[src/rtl/fpga_clock_reset_mc.sv]
// Multi-channel clock/reset conditioner: each channel gates its region clock, moves its reset
// while the clock is stopped, then restarts the clock. Adds soft-reset pulses and a minimum reset.
module fpga_clock_reset_mc #(
    parameter int unsigned NbCh          = 4,
    parameter int unsigned CeMargin      = 5,
    parameter int unsigned HoldMargin    = 5,
    parameter int unsigned SetupMargin   = 5,
    parameter int unsigned MinRstCycles  = 16,
    parameter logic        RstPol        = 1'b0,
    parameter int unsigned RstSyncStages = 2
) (
    input  logic            clk_in_i,
    input  logic            rst_in_ni,
    input  logic [NbCh-1:0] rst_req_i,
    input  logic [NbCh-1:0] pulse_req_i,
    output logic [NbCh-1:0] clk_en_o,
    output logic [NbCh-1:0] rst_out_o,
    output logic [NbCh-1:0] busy_o
);

    localparam int unsigned MaxCh     = (CeMargin > HoldMargin) ? CeMargin : HoldMargin;
    localparam int unsigned MaxMargin = (MaxCh > SetupMargin) ? MaxCh : SetupMargin;
    localparam int unsigned CntW      = $clog2(MaxMargin + 1);
    localparam int unsigned MinW      = $clog2(MinRstCycles + 1);

    typedef enum logic [1:0] {StIdle, StGate, StHold, StSetup} state_e;

    // Assertion is asynchronous; release is delayed through the synchroniser chain.
    logic [RstSyncStages-1:0] sync_q;
    logic                     rst_int_n;

    always_ff @(posedge clk_in_i or negedge rst_in_ni) begin
        if (!rst_in_ni) begin
            sync_q <= '0;
        end else begin
            sync_q <= {sync_q[RstSyncStages-2:0], 1'b1};
        end
    end

    assign rst_int_n = sync_q[RstSyncStages-1];

    for (genvar g = 0; g < NbCh; g++) begin : g_ch
        state_e            state_q, state_d;
        logic [CntW-1:0]   cnt_q, cnt_d, cnt_inc;
        logic [MinW-1:0]   min_q, min_d;
        logic              applied_q, applied_d;
        logic              tgt_q, tgt_d;
        logic              pend_q, pend_d;
        logic              clk_en_q;
        logic              target;
        logic              start;

        assign target  = rst_req_i[g] | pend_q | (min_q != '0);
        assign cnt_inc = (cnt_q == '1) ? cnt_q : cnt_q + CntW'(1);

        always_comb begin
            state_d   = state_q;
            cnt_d     = cnt_q;
            tgt_d     = tgt_q;
            applied_d = applied_q;
            pend_d    = pend_q;
            min_d     = min_q;
            start     = 1'b0;

            unique case (state_q)
                StIdle: begin
                    if (target != applied_q) begin
                        start   = 1'b1;
                        tgt_d   = target;
                        cnt_d   = '0;
                        state_d = StGate;
                    end
                end
                StGate: begin
                    if (cnt_q == CntW'(CeMargin - 1)) begin
                        cnt_d   = '0;
                        state_d = StHold;
                    end else begin
                        cnt_d = cnt_inc;
                    end
                end
                StHold: begin
                    if (cnt_q == CntW'(HoldMargin - 1)) begin
                        cnt_d     = '0;
                        applied_d = tgt_q;
                        state_d   = StSetup;
                    end else begin
                        cnt_d = cnt_inc;
                    end
                end
                StSetup: begin
                    if (cnt_q == CntW'(SetupMargin - 1)) begin
                        cnt_d   = '0;
                        state_d = StIdle;
                    end else begin
                        cnt_d = cnt_inc;
                    end
                end
                default: state_d = StIdle;
            endcase

            // A pending pulse is honoured once an assert sequence starts or reset is already held.
            if (pulse_req_i[g]) begin
                pend_d = ~(start & target);
            end else if ((start & target) | ((state_q == StIdle) & applied_q)) begin
                pend_d = 1'b0;
            end

            if ((applied_d & ~applied_q) | (pulse_req_i[g] & applied_q)) begin
                min_d = MinW'(MinRstCycles);
            end else if (applied_q && (min_q != '0)) begin
                min_d = min_q - MinW'(1);
            end
        end

        always_ff @(posedge clk_in_i or negedge rst_int_n) begin
            if (!rst_int_n) begin
                state_q   <= StIdle;
                cnt_q     <= '0;
                applied_q <= 1'b1;
                tgt_q     <= 1'b1;
                pend_q    <= 1'b0;
                min_q     <= MinW'(MinRstCycles);
                clk_en_q  <= 1'b1;
            end else begin
                state_q   <= state_d;
                cnt_q     <= cnt_d;
                applied_q <= applied_d;
                tgt_q     <= tgt_d;
                pend_q    <= pend_d;
                min_q     <= min_d;
                clk_en_q  <= (state_d == StIdle);
            end
        end

        assign clk_en_o[g]  = clk_en_q;
        assign rst_out_o[g] = applied_q ? RstPol : ~RstPol;
        assign busy_o[g]    = (state_q != StIdle);
    end

endmodule

[config.mk]
export PLATFORM = sky130hd
export DESIGN_NAME = fpga_clock_reset_mc
export DESIGN_NICKNAME = d
export VERILOG_FILES = /design/src/rtl/fpga_clock_reset_mc.sv
export SDC_FILE = /design/constraint.sdc
export NUM_CORES = 1
export LEC_CHECK = 0
export ABC_AREA = 1
export CORE_ASPECT_RATIO = 0.9
export CORE_MARGIN = 5
export CORE_UTILIZATION = 40
export CTS_CLUSTER_SIZE = 16
export DETAILED_ROUTE_END_ITERATION = 16
export SYNTH_ARGS = -nofsm -noshare
export SYNTH_HDL_FRONTEND = slang
export SYNTH_SLANG_ARGS = --single-unit
[constraint.sdc]
create_clock -name clk_in_i -period 3 [get_ports clk_in_i]
set_input_delay 0.75 -clock clk_in_i [delete_from_list [all_inputs] [get_ports clk_in_i]]
set_output_delay 0.75 -clock clk_in_i [all_outputs]
set_load 0.01 [all_outputs]
==> impl_results.html, run 1 <==
<table>
<tr><th>Metric</th><th>Value</th></tr>
<tr><th colspan="2">STA</th></tr>
<tr><td>Final setup fails</td><td>0</td></tr>
<tr><td>Number of pins exceeding their max-slew limit in the final report</td><td>0</td></tr>
<tr><td>PnR worst setup slack</td><td>668 ps</td></tr>
<tr><td>Final period util</td><td>77.7%</td></tr>
<tr><td>Post-Route Hold Slack</td><td>204 ps</td></tr>
<tr><td>Final TNS setup</td><td>0 ps</td></tr>
<tr><td>Max Clock Skew</td><td>7.56 ps</td></tr>
<tr><td>Hold violation count in the final report</td><td>0</td></tr>
<tr><td>Setup repair after global routing missed its margin</td><td>no</td></tr>
<tr><td>Minimum clock period</td><td>2330 ps</td></tr>
<tr><td>Highest achievable clock rate</td><td>429 MHz</td></tr>
<tr><th colspan="2">Final layout</th></tr>
<tr><td>Number of antenna repair diodes</td><td>0</td></tr>
<tr><td>Layout overhead on the synthesized area</td><td>15.1%</td></tr>
<tr><td>Final core utilization</td><td>47.3%</td></tr>
<tr><td>Share of cells above drive strength 1</td><td>15.9%</td></tr>
<tr><td>Number of nets in the layout</td><td>424</td></tr>
<tr><th colspan="2">Place</th></tr>
<tr><td>Detail Placement HPWL</td><td>4.03 mm</td></tr>
<tr><td>RePlAce Congestion</td><td>0.815</td></tr>
<tr><td>I/O Buffers</td><td>21</td></tr>
<tr><td>Post-place setup slack</td><td>1040 ps</td></tr>
<tr><th colspan="2">Floorplan</th></tr>
<tr><td>I/O pins</td><td>22</td></tr>
<tr><td>DIE AREA</td><td>9630 µm²</td></tr>
<tr><td>Vertical die dimension</td><td>93.6 µm</td></tr>
<tr><td>Chip Width</td><td>103 µm</td></tr>
<tr><td>Standard-cell rows</td><td>30</td></tr>
<tr><td>Placeable core region</td><td>7540 µm²</td></tr>
<tr><td>Effective utilization at floorplan</td><td>41.1%</td></tr>
<tr><th colspan="2">Pwr</th></tr>
<tr><td>P_int</td><td>1.40 mW</td></tr>
<tr><td>Leakage</td><td>1.85 nW</td></tr>
<tr><td>Sequential group share of total power</td><td>47.4%</td></tr>
<tr><td>Combinational fraction of design power</td><td>22.6%</td></tr>
<tr><td>Clock network fraction of design power</td><td>29.9%</td></tr>
<tr><td>Switching Share</td><td>31.6%</td></tr>
<tr><td>Highest ir drop seen on vdd</td><td>0.321 mV</td></tr>
<tr><td>Total power per unit cell area</td><td>574 nW/µm²</td></tr>
<tr><td>Net switching component of the power</td><td>0.647 mW</td></tr>
<tr><th colspan="2">Yosys</th></tr>
<tr><td>Leading post-synthesis cells by instance count</td><td>sky130_fd_sc_hd__nand2_1, sky130_fd_sc_hd__inv_1, sky130_fd_sc_hd__dfrtp_1</td></tr>
<tr><td>Post-synth top area cell</td><td>sky130_fd_sc_hd__dfrtp_1</td></tr>
<tr><td>Flip-flop and latch count after synthesis</td><td>58</td></tr>
<tr><td>Number of synthesized flops with an enable pin</td><td>0</td></tr>
<tr><td>Number of distinct standard cells referenced by the synthesized netlist</td><td>34</td></tr>
<tr><td>Sequential fraction of the synthesis area</td><td>47.4%</td></tr>
<tr><td>Most used standard cell by instance count after synthesis</td><td>sky130_fd_sc_hd__nand2_1</td></tr>
<tr><td>Net count after synthesis</td><td>396</td></tr>
<tr><td>Number of warnings issued by yosys</td><td>0</td></tr>
<tr><td>Prevailing post-synth register cell</td><td>sky130_fd_sc_hd__dfrtp_1</td></tr>
<tr><td>Average cell area after synthesis</td><td>8.39 µm²</td></tr>
<tr><td>Netlist Area Pre-Place</td><td>3100 µm²</td></tr>
<tr><td>Synth top area share</td><td>33.9%</td></tr>
<tr><td>Cells taking the most area after synthesis</td><td>sky130_fd_sc_hd__dfrtp_1, sky130_fd_sc_hd__dfstp_2, sky130_fd_sc_hd__nand2_1</td></tr>
<tr><td>Ys async rst share</td><td>100%</td></tr>
<tr><td>Gate count after technology mapping</td><td>370</td></tr>
<tr><th colspan="2">Detailed routing</th></tr>
<tr><td>Final wirelength</td><td>5.51 mm</td></tr>
<tr><td>Number of vias per cell after detailed routing</td><td>4.79</td></tr>
<tr><td>Wirelength per Cell</td><td>11.0 µm</td></tr>
<tr><td>Initial DRT Pass Iterations</td><td>4</td></tr>
<tr><td>Antenna-violating nets left</td><td>0</td></tr>
<tr><td>Iter 0 DRT Violations</td><td>59</td></tr>
<tr><td>Remaining design rule violation count</td><td>0</td></tr>
<tr><td>Via total after detailed routing</td><td>2390</td></tr>
<tr><th colspan="2">Clocking</th></tr>
<tr><td>Count of hold-fix buffers inserted at cts</td><td>0</td></tr>
<tr><td>Number of gates resized after CTS</td><td>0</td></tr>
<tr><td>Post-CTS Repair Setup Buffers</td><td>0</td></tr>
<tr><td>Root buffer cell</td><td>sky130_fd_sc_hd__clkbuf_8</td></tr>
<tr><td>Clock-pin slew reported for the worst setup and hold paths after clock tree synthesis</td><td>70 ps</td></tr>
<tr><td>Max clock buf depth</td><td>2</td></tr>
<tr><td>CTS sink count</td><td>58</td></tr>
<tr><td>CTS Buf Count</td><td>9</td></tr>
<tr><td>Worst-skew pair later-pin latency</td><td>340 ps</td></tr>
<tr><td>CTS tree</td><td>yes</td></tr>
<tr><td>Total number of H-tree levels</td><td>3</td></tr>
<tr><th colspan="2">Run</th></tr>
<tr><td>Maximum capacitance violations</td><td>0</td></tr>
<tr><th colspan="2">GRT</th></tr>
<tr><td>Number of antenna violations at the first check in global routing</td><td>0</td></tr>
<tr><td>Global routing usage summed across all routing layers</td><td>13.2%</td></tr>
<tr><td>GRT overflow</td><td>0</td></tr>
<tr><td>Via count of the first global-routing pass</td><td>2312</td></tr>
<tr><td>Global-route wire length before repair</td><td>10.0 mm</td></tr>
<tr><td>Largest net degree at the start of global routing</td><td>40</td></tr>
<tr><th colspan="2">Worst setup path</th></tr>
<tr><td>Worst setup EP type</td><td>primary output</td></tr>
<tr><td>Critical Path RT</td><td>2250 ps</td></tr>
<tr><td>Maximum fanout encountered on the critical timing path</td><td>6</td></tr>
<tr><td>Startpoint types</td><td>flip-flop</td></tr>
<tr><td>Worst Path Class, Setup</td><td>flip-flop to primary output</td></tr>
<tr><td>Data arrival at the endpoint of the critical path</td><td>1580 ps</td></tr>
<tr><th colspan="2">Run status</th></tr>
<tr><td>Result of the run</td><td>complete, no violations</td></tr>
<tr><th colspan="2">Min path</th></tr>
<tr><td>Hold Crit Class</td><td>flip-flop to asynchronous set/reset pin</td></tr>
</table>
registers in the layout, indices dropped and copies added, names as in the netlist:
name / flops
g_ch.applied_q: 4
g_ch.clk_en_q: 4
g_ch.cnt_q: 12
g_ch.min_q: 20
g_ch.pend_q: 4
g_ch.state_q: 8
g_ch.tgt_q: 4
sync_q: 2
layout by cell type (no fill, tap or decap), drive strengths merged:
| cell type | instances |
|---|---|
| a31o | 2 |
| a21o | 1 |
| buf | 1 |
| conb | 1 |
| o21ai | 13 |
| clkinv | 4 |
| xnor2 | 1 |
| a31oi | 4 |
| xor2 | 6 |
| dfrtp | 42 |
| inv | 59 |
| nor3 | 5 |
| clkdlybuf4s50 | 21 |
| a21oi | 16 |
| o211ai | 3 |
| ha | 16 |
| clkbuf | 13 |
| or2 | 3 |
| nor2 | 38 |
| dfstp | 16 |
| nand4 | 14 |
| nand3 | 32 |
| nand2 | 92 |
area by class of cell:
cell class	instances	area, µm²
clock inverters	3	15.0
flip-flops and latches	58	1470
multi-input cells	247	1370
clock buffers	13	149
fillers	728	3970
well taps	96	120
inverters	60	226
repair buffers	22	218
critical path: stages (launching register included):
cell,delay [ps]
sky130_fd_sc_hd__dfrtp_1,420
sky130_fd_sc_hd__inv_1,80
sky130_fd_sc_hd__nand2_1,180
sky130_fd_sc_hd__clkdlybuf4s50_1,580
final timing paths:
| kind | to | slack (ps) | from | cells past startpoint |
|---|---|---|---|---|
| setup / recovery | busy_o[2] | 670 | g_ch[2].state_q[0] | 3 |
| hold / removal | g_ch[2].pend_q | 200 | sync_q[1] | 0 |
| setup reg to reg | g_ch[3].min_q[1] | 1480 | g_ch[3].cnt_q[0] | 9 |
| hold reg to reg | g_ch[2].pend_q | 200 | sync_q[1] | 0 |
| max in group asynchronous | g_ch[1].clk_en_q | 1930 | sync_q[1] | 1 |
| min in group clk_in_i | sync_q[1] | 350 | sync_q[0] | 0 |
metrics by stage:
stage | power (mW) | cells | instance area (µm²)
4_1_cts | 2.08 | 499 | 3570
3_5_place_dp | 1.45 | 483 | 3410
6_report | 2.05 | 499 | 3570
3_3_place_gp | 1.44 | 483 | 3410
5_1_grt | 2.22 | 499 | 3570
2_1_floorplan | 1.35 | 370 | 3100
routing by layer:
metal  part of all wire [%]  track usage, %  up-vias
met3                    5.2            4.92        9
met5                      0               0        -
li1                       -               -     1247
met4                    1.7            4.85        0
met1                     48            16.7     1096
met2                     45            20.4       38
power by group through the flow:
stage | clock network (mW) | logic, mW | registers [mW]
global placement | 0 | 0.455 | 0.982
detailed placement | 0 | 0.469 | 0.984
finish | 0.614 | 0.464 | 0.972
CTS | 0.643 | 0.469 | 0.972
floorplan | 0 | 0.379 | 0.973
global route | 0.683 | 0.550 | 0.987
kinds of logic (layout without fill, tap and decap cells):
| kind of cell | after synthesis | in the layout | synth area share [%] |
|---|---|---|---|
| adder cells (fa/ha/maj) | 16 | 16 | 6.45 |
| other | 1 | 1 | 0.121 |
| AND/OR/NAND/NOR | 184 | 184 | 27.9 |
| XOR/XNOR | 7 | 7 | 1.98 |
| buffers and inverters | 65 | 98 | 8.42 |
| flip-flops | 58 | 58 | 47.4 |
| AO/OA/AOI/OAI | 39 | 39 | 7.74 |
Note: power is estimated with default switching activity, not from simulation.
==> inputs of run 2 (changes only) <==
==> constraint.sdc (replaced) <==
create_clock -name clk_in_i -period 1.9 [get_ports clk_in_i]
set_input_delay 0.475 -clock clk_in_i [delete_from_list [all_inputs] [get_ports clk_in_i]]
set_output_delay 0.475 -clock clk_in_i [all_outputs]
set_load 0.01 [all_outputs]
==> run 2 against run 1 <==
  * Global-route usage down 0.12 points
  * Sequential cell count unchanged
  * Register-to-register slack worse by 1100 ps
  * Die area is the same
  * Via count increased by 1.4%
  * Sequential power up 57%
  * Critical path depth decreased by 2
  * Utilization rose by 1.3 points
  * Critical path type unchanged
==> impl_results.html, run 2 (synthesized netlist as in run 1, its figures left out) <==
<table>
<tr><th>Metric</th><th>Value</th></tr>
<tr><th colspan="2">Pwr</th></tr>
<tr><td>P_int</td><td>2.49 mW</td></tr>
<tr><td>Total power per unit cell area</td><td>962 nW/µm²</td></tr>
<tr><td>Clock network fraction of design power</td><td>35.8%</td></tr>
<tr><td>Combinational fraction of design power</td><td>20.7%</td></tr>
<tr><td>Highest ir drop seen on vdd</td><td>0.502 mV</td></tr>
<tr><td>Net switching component of the power</td><td>1.04 mW</td></tr>
<tr><td>Sequential group share of total power</td><td>43.4%</td></tr>
<tr><td>Switching Share</td><td>29.5%</td></tr>
<tr><td>Leakage</td><td>1.93 nW</td></tr>
<tr><th colspan="2">STA</th></tr>
<tr><td>Highest achievable clock rate</td><td>543 MHz</td></tr>
<tr><td>Max Clock Skew</td><td>9.28 ps</td></tr>
<tr><td>Number of pins exceeding their max-slew limit in the final report</td><td>0</td></tr>
<tr><td>Hold violation count in the final report</td><td>0</td></tr>
<tr><td>Final setup fails</td><td>0</td></tr>
<tr><td>Minimum clock period</td><td>1840 ps</td></tr>
<tr><td>Setup repair after global routing missed its margin</td><td>no</td></tr>
<tr><td>Final TNS setup</td><td>0 ps</td></tr>
<tr><td>PnR worst setup slack</td><td>57.7 ps</td></tr>
<tr><td>Final period util</td><td>97.0%</td></tr>
<tr><th colspan="2">Final layout</th></tr>
<tr><td>Share of cells above drive strength 1</td><td>18.0%</td></tr>
<tr><td>Register with the highest flop count</td><td>g_ch.min_q</td></tr>
<tr><td>Number of nets in the layout</td><td>426</td></tr>
<tr><td>Area of all placed cells without fillers</td><td>3670 µm²</td></tr>
<tr><td>Largest regs</td><td>g_ch.min_q (20), g_ch.cnt_q (12), g_ch.state_q (8)</td></tr>
<tr><td>Number of antenna repair diodes</td><td>0</td></tr>
<tr><td>Most frequent standard cell in the layout excluding fill and tap cells</td><td>sky130_fd_sc_hd__nand2_1</td></tr>
<tr><td>Layout overhead on the synthesized area</td><td>18.2%</td></tr>
<tr><td>Top library cells by usage in the layout, fill and taps aside</td><td>sky130_fd_sc_hd__nand2_1, sky130_fd_sc_hd__inv_1, sky130_fd_sc_hd__dfrtp_1</td></tr>
<tr><td>Flip-flop count of the largest register after layout</td><td>20</td></tr>
<tr><th colspan="2">Detailed routing</th></tr>
<tr><td>Iter 0 DRT Violations</td><td>101</td></tr>
<tr><td>Via total after detailed routing</td><td>2424</td></tr>
<tr><td>Initial DRT Pass Iterations</td><td>4</td></tr>
<tr><td>Wirelength per Cell</td><td>10.8 µm</td></tr>
<tr><td>Number of vias per cell after detailed routing</td><td>4.84</td></tr>
<tr><td>Antenna-violating nets left</td><td>0</td></tr>
<tr><td>Remaining design rule violation count</td><td>0</td></tr>
<tr><td>Final wirelength</td><td>5.40 mm</td></tr>
<tr><th colspan="2">Worst setup path</th></tr>
<tr><td>Delay contributed by the slowest stage of the critical path</td><td>520 ps</td></tr>
<tr><td>Cell family contributing the most delay on the critical path</td><td>flip-flops</td></tr>
<tr><td>Startpoint types</td><td>flip-flop</td></tr>
<tr><td>Startpoint of the worst register-to-register path</td><td>g_ch[3].cnt_q[0]</td></tr>
<tr><td>Critical-path top delay cell</td><td>sky130_fd_sc_hd__dfstp_2</td></tr>
<tr><td>Cell-by-cell trace of the critical path</td><td>clkdlybuf4s50_1</td></tr>
<tr><td>Buffer and inverter count on the worst path</td><td>1</td></tr>
<tr><td>Critical Path Start</td><td>g_ch[2].clk_en_q</td></tr>
<tr><td>Data arrival at the endpoint of the critical path</td><td>1370 ps</td></tr>
<tr><td>Maximum fanout encountered on the critical timing path</td><td>1</td></tr>
<tr><td>Worst setup EP type</td><td>primary output</td></tr>
<tr><td>Worst Path Class, Setup</td><td>flip-flop to primary output</td></tr>
<tr><td>Critical Path RT</td><td>1420 ps</td></tr>
<tr><th colspan="2">Place</th></tr>
<tr><td>Placed standard-cell area</td><td>3430 µm²</td></tr>
<tr><td>Detail Placement HPWL</td><td>4.00 mm</td></tr>
<tr><td>I/O Buffers</td><td>21</td></tr>
<tr><td>Post-place setup slack</td><td>220 ps</td></tr>
<tr><td>RePlAce Congestion</td><td>0.760</td></tr>
<tr><th colspan="2">Floorplan</th></tr>
<tr><td>Standard-cell rows</td><td>30</td></tr>
<tr><td>Chip Width</td><td>103 µm</td></tr>
<tr><td>Vertical die dimension</td><td>93.6 µm</td></tr>
<tr><td>DIE AREA</td><td>9630 µm²</td></tr>
<tr><td>Placeable core region</td><td>7540 µm²</td></tr>
<tr><td>I/O pins</td><td>22</td></tr>
<tr><td>Effective utilization at floorplan</td><td>41.1%</td></tr>
<tr><th colspan="2">Clocking</th></tr>
<tr><td>Max clock buf depth</td><td>2</td></tr>
<tr><td>Count of hold-fix buffers inserted at cts</td><td>0</td></tr>
<tr><td>CTS Buf Count</td><td>9</td></tr>
<tr><td>CTS tree</td><td>yes</td></tr>
<tr><td>Root buffer cell</td><td>sky130_fd_sc_hd__clkbuf_8</td></tr>
<tr><td>Total number of H-tree levels</td><td>3</td></tr>
<tr><td>Clock-pin slew reported for the worst setup and hold paths after clock tree synthesis</td><td>70 ps</td></tr>
<tr><td>CTS sink count</td><td>58</td></tr>
<tr><td>Worst-skew pair later-pin latency</td><td>330 ps</td></tr>
<tr><th colspan="2">Run status</th></tr>
<tr><td>Result of the run</td><td>complete, no violations</td></tr>
<tr><th colspan="2">GRT</th></tr>
<tr><td>GRT overflow</td><td>0</td></tr>
<tr><td>Global routing usage summed across all routing layers</td><td>13.0%</td></tr>
<tr><td>Number of antenna violations at the first check in global routing</td><td>0</td></tr>
<tr><td>Global-route wire length before repair</td><td>10.1 mm</td></tr>
<tr><td>Largest net degree at the start of global routing</td><td>44</td></tr>
<tr><td>Via count of the first global-routing pass</td><td>2322</td></tr>
<tr><th colspan="2">Run</th></tr>
<tr><td>Maximum capacitance violations</td><td>0</td></tr>
<tr><th colspan="2">Min path</th></tr>
<tr><td>Hold Crit Class</td><td>flip-flop to asynchronous set/reset pin</td></tr>
</table>
-- run 2: cell types whose count changed in the layout (fill, tap and decap cells not counted), moves of 2 or more --
cell                              change
sky130_fd_sc_hd__bufinv_16            +2
sky130_fd_sc_hd__clkbuf_1             -3
sky130_fd_sc_hd__clkdlybuf4s50_1     -10
sky130_fd_sc_hd__clkinv_2             -3
sky130_fd_sc_hd__clkinvlp_4           +4
sky130_fd_sc_hd__dlygate4sd2_1        +8
sky130_fd_sc_hd__dlymetal6s2s_1       +2
-- run 2: per-layer routing --
metal | share of wire [%] | GRT usage, % | vias to the layer above
met5 | 0 | 0 | -
met4 | 0.83 | 3.34 | 0
met3 | 4.6 | 4.92 | 6
li1 | - | - | 1249
met1 | 50 | 17.7 | 1127
met2 | 45 | 19.6 | 42
-- run 2: per-stage QoR --
stage / total power [mW] / cells / hold slack, ps / util, %
finish: 3.53 / 501 / 174 / 48.6
CTS: 3.60 / 501 / 189 / 48.5
global placement: 2.27 / 484 / 175 / 45.4
global route: 3.83 / 501 / 214 / 48.6
floorplan: 2.14 / 370 / 179 / -
detailed placement: 2.29 / 484 / 180 / 45.4
-- run 2: area by class of cell --
class	count	area (µm²)
Sequential cell	58	1470
Inverter	60	226
Clock buffer	10	138
Clock inverter	6	90.1
Multi-Input combinational cell	247	1380
Timing Repair Buffer	24	240
Tap cell	96	120
Fill cell	759	3870
-- run 2: path summary, 6_finish.rpt --
check | endpoint | slack, ps | cells past startpoint
hold / removal | g_ch[2].pend_q | 170 | 0
min in group clk_in_i | sync_q[1] | 350 | 0
hold reg to reg | g_ch[2].pend_q | 170 | 0
max in group asynchronous | g_ch[0].tgt_q | 1130 | 1
setup reg to reg | g_ch[3].min_q[1] | 370 | 9
setup / recovery | clk_en_o[2] | 60 | 1
-- run 2: power by group through the flow --
stage | registers [mW] | clock network [mW] | logic [mW]
finish | 1.53 | 1.27 | 0.731
global route | 1.56 | 1.39 | 0.880
CTS | 1.53 | 1.32 | 0.741
detailed placement | 1.55 | 0 | 0.739
global placement | 1.55 | 0 | 0.724
floorplan | 1.54 | 0 | 0.598
-- run 2: timing repair --
action / in CTS / in global routing
hold endpoints to repair: 0 / 0
endpoints found under the setup margin: 8 / 4
resized for setup: 11 / 4
setup buffers: 1 / 0
==> inputs of run 3 (changes only) <==
--- a/config.mk
+++ b/config.mk
@@ -8,9 +8,10 @@
 export ABC_AREA = 1
 export CORE_ASPECT_RATIO = 0.9
 export CORE_MARGIN = 5
-export CORE_UTILIZATION = 40
+export CORE_UTILIZATION = 45
 export CTS_CLUSTER_SIZE = 16
 export DETAILED_ROUTE_END_ITERATION = 16
+export PLACE_DENSITY = 0.66
 export SYNTH_ARGS = -nofsm -noshare
 export SYNTH_HDL_FRONTEND = slang
 export SYNTH_SLANG_ARGS = --single-unit
==> run 3 against run 2 <==
  * Fmax fell by 0.16%
  * Critical path type unchanged
  * Clock-buffer cell count is 4 higher
  * Largest power group unchanged
  * Power is 5.7% lower
  * Combinational power up 2%
  * Cell count down 1.6%
==> impl_results.html, run 3 (synthesized netlist as in run 1, its figures left out) <==
<table>
<tr><th>Metric</th><th>Value</th></tr>
<tr><th colspan="2">STA</th></tr>
<tr><td>Highest achievable clock rate</td><td>542 MHz</td></tr>
<tr><td>Final TNS setup</td><td>0 ps</td></tr>
<tr><td>PnR worst setup slack</td><td>54.8 ps</td></tr>
<tr><td>Post-Route Hold Slack</td><td>249 ps</td></tr>
<tr><td>Hold violation count in the final report</td><td>0</td></tr>
<tr><td>Final setup fails</td><td>0</td></tr>
<tr><td>Max Clock Skew</td><td>8.23 ps</td></tr>
<tr><td>Final period util</td><td>97.1%</td></tr>
<tr><td>Minimum clock period</td><td>1850 ps</td></tr>
<tr><td>Setup repair after global routing missed its margin</td><td>no</td></tr>
<tr><td>Number of pins exceeding their max-slew limit in the final report</td><td>0</td></tr>
<tr><th colspan="2">Final layout</th></tr>
<tr><td>Layout overhead on the synthesized area</td><td>16.0%</td></tr>
<tr><td>Number of nets in the layout</td><td>424</td></tr>
<tr><td>Flip-flop count of the largest register after layout</td><td>20</td></tr>
<tr><td>Top library cells by usage in the layout, fill and taps aside</td><td>sky130_fd_sc_hd__nand2_1, sky130_fd_sc_hd__inv_1, sky130_fd_sc_hd__dfrtp_1</td></tr>
<tr><td>Share of cells above drive strength 1</td><td>16.4%</td></tr>
<tr><td>Final core utilization</td><td>54.1%</td></tr>
<tr><td>Largest regs</td><td>g_ch.min_q (20), g_ch.cnt_q (12), g_ch.state_q (8)</td></tr>
<tr><td>Area taken by flip-flops and latches</td><td>1470 µm²</td></tr>
<tr><td>Register with the highest flop count</td><td>g_ch.min_q</td></tr>
<tr><td>Multi-input gate area in the final layout</td><td>1380 µm²</td></tr>
<tr><td>Number of antenna repair diodes</td><td>0</td></tr>
<tr><td>Most frequent standard cell in the layout excluding fill and tap cells</td><td>sky130_fd_sc_hd__nand2_1</td></tr>
<tr><td>Count of fill cells added during filler insertion</td><td>633</td></tr>
<tr><th colspan="2">Run</th></tr>
<tr><td>Maximum capacitance violations</td><td>0</td></tr>
<tr><th colspan="2">GRT</th></tr>
<tr><td>Largest net degree at the start of global routing</td><td>57</td></tr>
<tr><td>Global-route wire length before repair</td><td>9.78 mm</td></tr>
<tr><td>Global routing usage summed across all routing layers</td><td>13.8%</td></tr>
<tr><td>Via count of the first global-routing pass</td><td>2297</td></tr>
<tr><td>GRT overflow</td><td>0</td></tr>
<tr><td>Number of antenna violations at the first check in global routing</td><td>0</td></tr>
<tr><th colspan="2">Floorplan</th></tr>
<tr><td>Placeable core region</td><td>6660 µm²</td></tr>
<tr><td>Vertical die dimension</td><td>88.8 µm</td></tr>
<tr><td>Standard-cell rows</td><td>28</td></tr>
<tr><td>Chip Width</td><td>97.6 µm</td></tr>
<tr><td>DIE AREA</td><td>8660 µm²</td></tr>
<tr><td>Effective utilization at floorplan</td><td>46.6%</td></tr>
<tr><td>I/O pins</td><td>22</td></tr>
<tr><th colspan="2">Detailed routing</th></tr>
<tr><td>Via total after detailed routing</td><td>2334</td></tr>
<tr><td>Remaining design rule violation count</td><td>0</td></tr>
<tr><td>Final wirelength</td><td>5.23 mm</td></tr>
<tr><td>Iter 0 DRT Violations</td><td>90</td></tr>
<tr><td>Antenna-violating nets left</td><td>0</td></tr>
<tr><td>Wirelength per Cell</td><td>10.6 µm</td></tr>
<tr><td>Number of vias per cell after detailed routing</td><td>4.73</td></tr>
<tr><td>Initial DRT Pass Iterations</td><td>4</td></tr>
<tr><th colspan="2">Worst setup path</th></tr>
<tr><td>Delay contributed by the slowest stage of the critical path</td><td>530 ps</td></tr>
<tr><td>Critical-path top delay cell</td><td>sky130_fd_sc_hd__clkdlybuf4s50_1</td></tr>
<tr><td>Worst setup EP type</td><td>primary output</td></tr>
<tr><td>Worst Path Class, Setup</td><td>flip-flop to primary output</td></tr>
<tr><td>Data arrival at the endpoint of the critical path</td><td>1370 ps</td></tr>
<tr><td>Cell-by-cell trace of the critical path</td><td>clkdlybuf4s50_1</td></tr>
<tr><td>Critical Path RT</td><td>1420 ps</td></tr>
<tr><td>Cell family contributing the most delay on the critical path</td><td>buffers and inverters</td></tr>
<tr><td>Startpoint types</td><td>flip-flop</td></tr>
<tr><td>Buffer and inverter count on the worst path</td><td>1</td></tr>
<tr><td>Maximum fanout encountered on the critical timing path</td><td>1</td></tr>
<tr><th colspan="2">Place</th></tr>
<tr><td>Post-place setup slack</td><td>223 ps</td></tr>
<tr><td>I/O Buffers</td><td>21</td></tr>
<tr><td>Detail Placement HPWL</td><td>3.82 mm</td></tr>
<tr><td>RePlAce Congestion</td><td>0.786</td></tr>
<tr><th colspan="2">Pwr</th></tr>
<tr><td>Highest ir drop seen on vdd</td><td>0.537 mV</td></tr>
<tr><td>Power Total</td><td>3.33 mW</td></tr>
<tr><td>Net switching component of the power</td><td>1.00 mW</td></tr>
<tr><td>Total power per unit cell area</td><td>924 nW/µm²</td></tr>
<tr><td>Clock network fraction of design power</td><td>32.0%</td></tr>
<tr><td>Switching Share</td><td>30.1%</td></tr>
<tr><td>Leakage</td><td>1.88 nW</td></tr>
<tr><td>Combinational fraction of design power</td><td>22.3%</td></tr>
<tr><td>P_int</td><td>2.33 mW</td></tr>
<tr><td>Sequential group share of total power</td><td>45.8%</td></tr>
<tr><th colspan="2">Clocking</th></tr>
<tr><td>Total number of H-tree levels</td><td>3</td></tr>
<tr><td>Max clock buf depth</td><td>2</td></tr>
<tr><td>Root buffer cell</td><td>sky130_fd_sc_hd__clkbuf_8</td></tr>
<tr><td>Clock-pin slew reported for the worst setup and hold paths after clock tree synthesis</td><td>70 ps</td></tr>
<tr><td>Worst-skew pair later-pin latency</td><td>330 ps</td></tr>
<tr><td>CTS tree</td><td>yes</td></tr>
<tr><td>CTS Buf Count</td><td>9</td></tr>
<tr><td>Count of hold-fix buffers inserted at cts</td><td>0</td></tr>
<tr><td>CTS sink count</td><td>58</td></tr>
<tr><th colspan="2">Min path</th></tr>
<tr><td>Hold Crit Class</td><td>flip-flop to asynchronous set/reset pin</td></tr>
<tr><th colspan="2">Run status</th></tr>
<tr><td>Result of the run</td><td>complete, no violations</td></tr>
</table>
==> run 3: path summary, 6_finish.rpt <==
kind                       slack (ps)  depth (start not counted)              from                to
max                                50                          1  g_ch[2].clk_en_q       clk_en_o[2]
max reg2reg                       340                          9  g_ch[3].min_q[0]  g_ch[3].cnt_q[1]
min reg2reg                       250                          1         sync_q[1]  g_ch[0].cnt_q[1]
min                               250                          1         sync_q[1]  g_ch[0].cnt_q[1]
max in group asynchronous        1340                          1         sync_q[1]     g_ch[1].tgt_q
min in group clk_in_i             350                          0         sync_q[0]         sync_q[1]
==> run 3: cell type report <==
cell class              instances  share of cell area (%)
repair buffers                 22                    6.12
inverters                      60                    6.29
flip-flops and latches         58                    40.9
multi-input cells             247                    38.2
clock inverters                 2                   0.278
clock buffers                  14                    5.07
well taps                      90                    3.13
==> run 3: power by group through the flow <==
stage | clock [mW] | combinational, mW | sequential [mW]
floorplan | 0 | 0.598 | 1.54
global placement | 0 | 0.736 | 1.54
detailed placement | 0 | 0.752 | 1.54
CTS | 1.11 | 0.754 | 1.52
global route | 1.16 | 0.878 | 1.54
finish | 1.06 | 0.742 | 1.52
==> run 3: repair_timing <==
item,4_1_cts,5_1_grt
setup buffers,0,0
setup endpoints to repair,8,0
resized for setup,9,0
hold endpoints to repair,0,0
==> run 3: metal layers <==
layer	vias to the layer above	track usage, %	routed length (µm)
met5	-	0	0
met3	5	4.89	196
met4	0	4.53	40
met2	34	23.0	2380
li1	1246	-	-
met1	1049	17.0	2620
==> run 3: stage by stage <==
stage / instance area, µm² / instances
2_1_floorplan: 3100 / 370
6_report: 3600 / 493
3_5_place_dp: 3410 / 477
4_1_cts: 3600 / 493
5_1_grt: 3600 / 493
3_3_place_gp: 3410 / 477
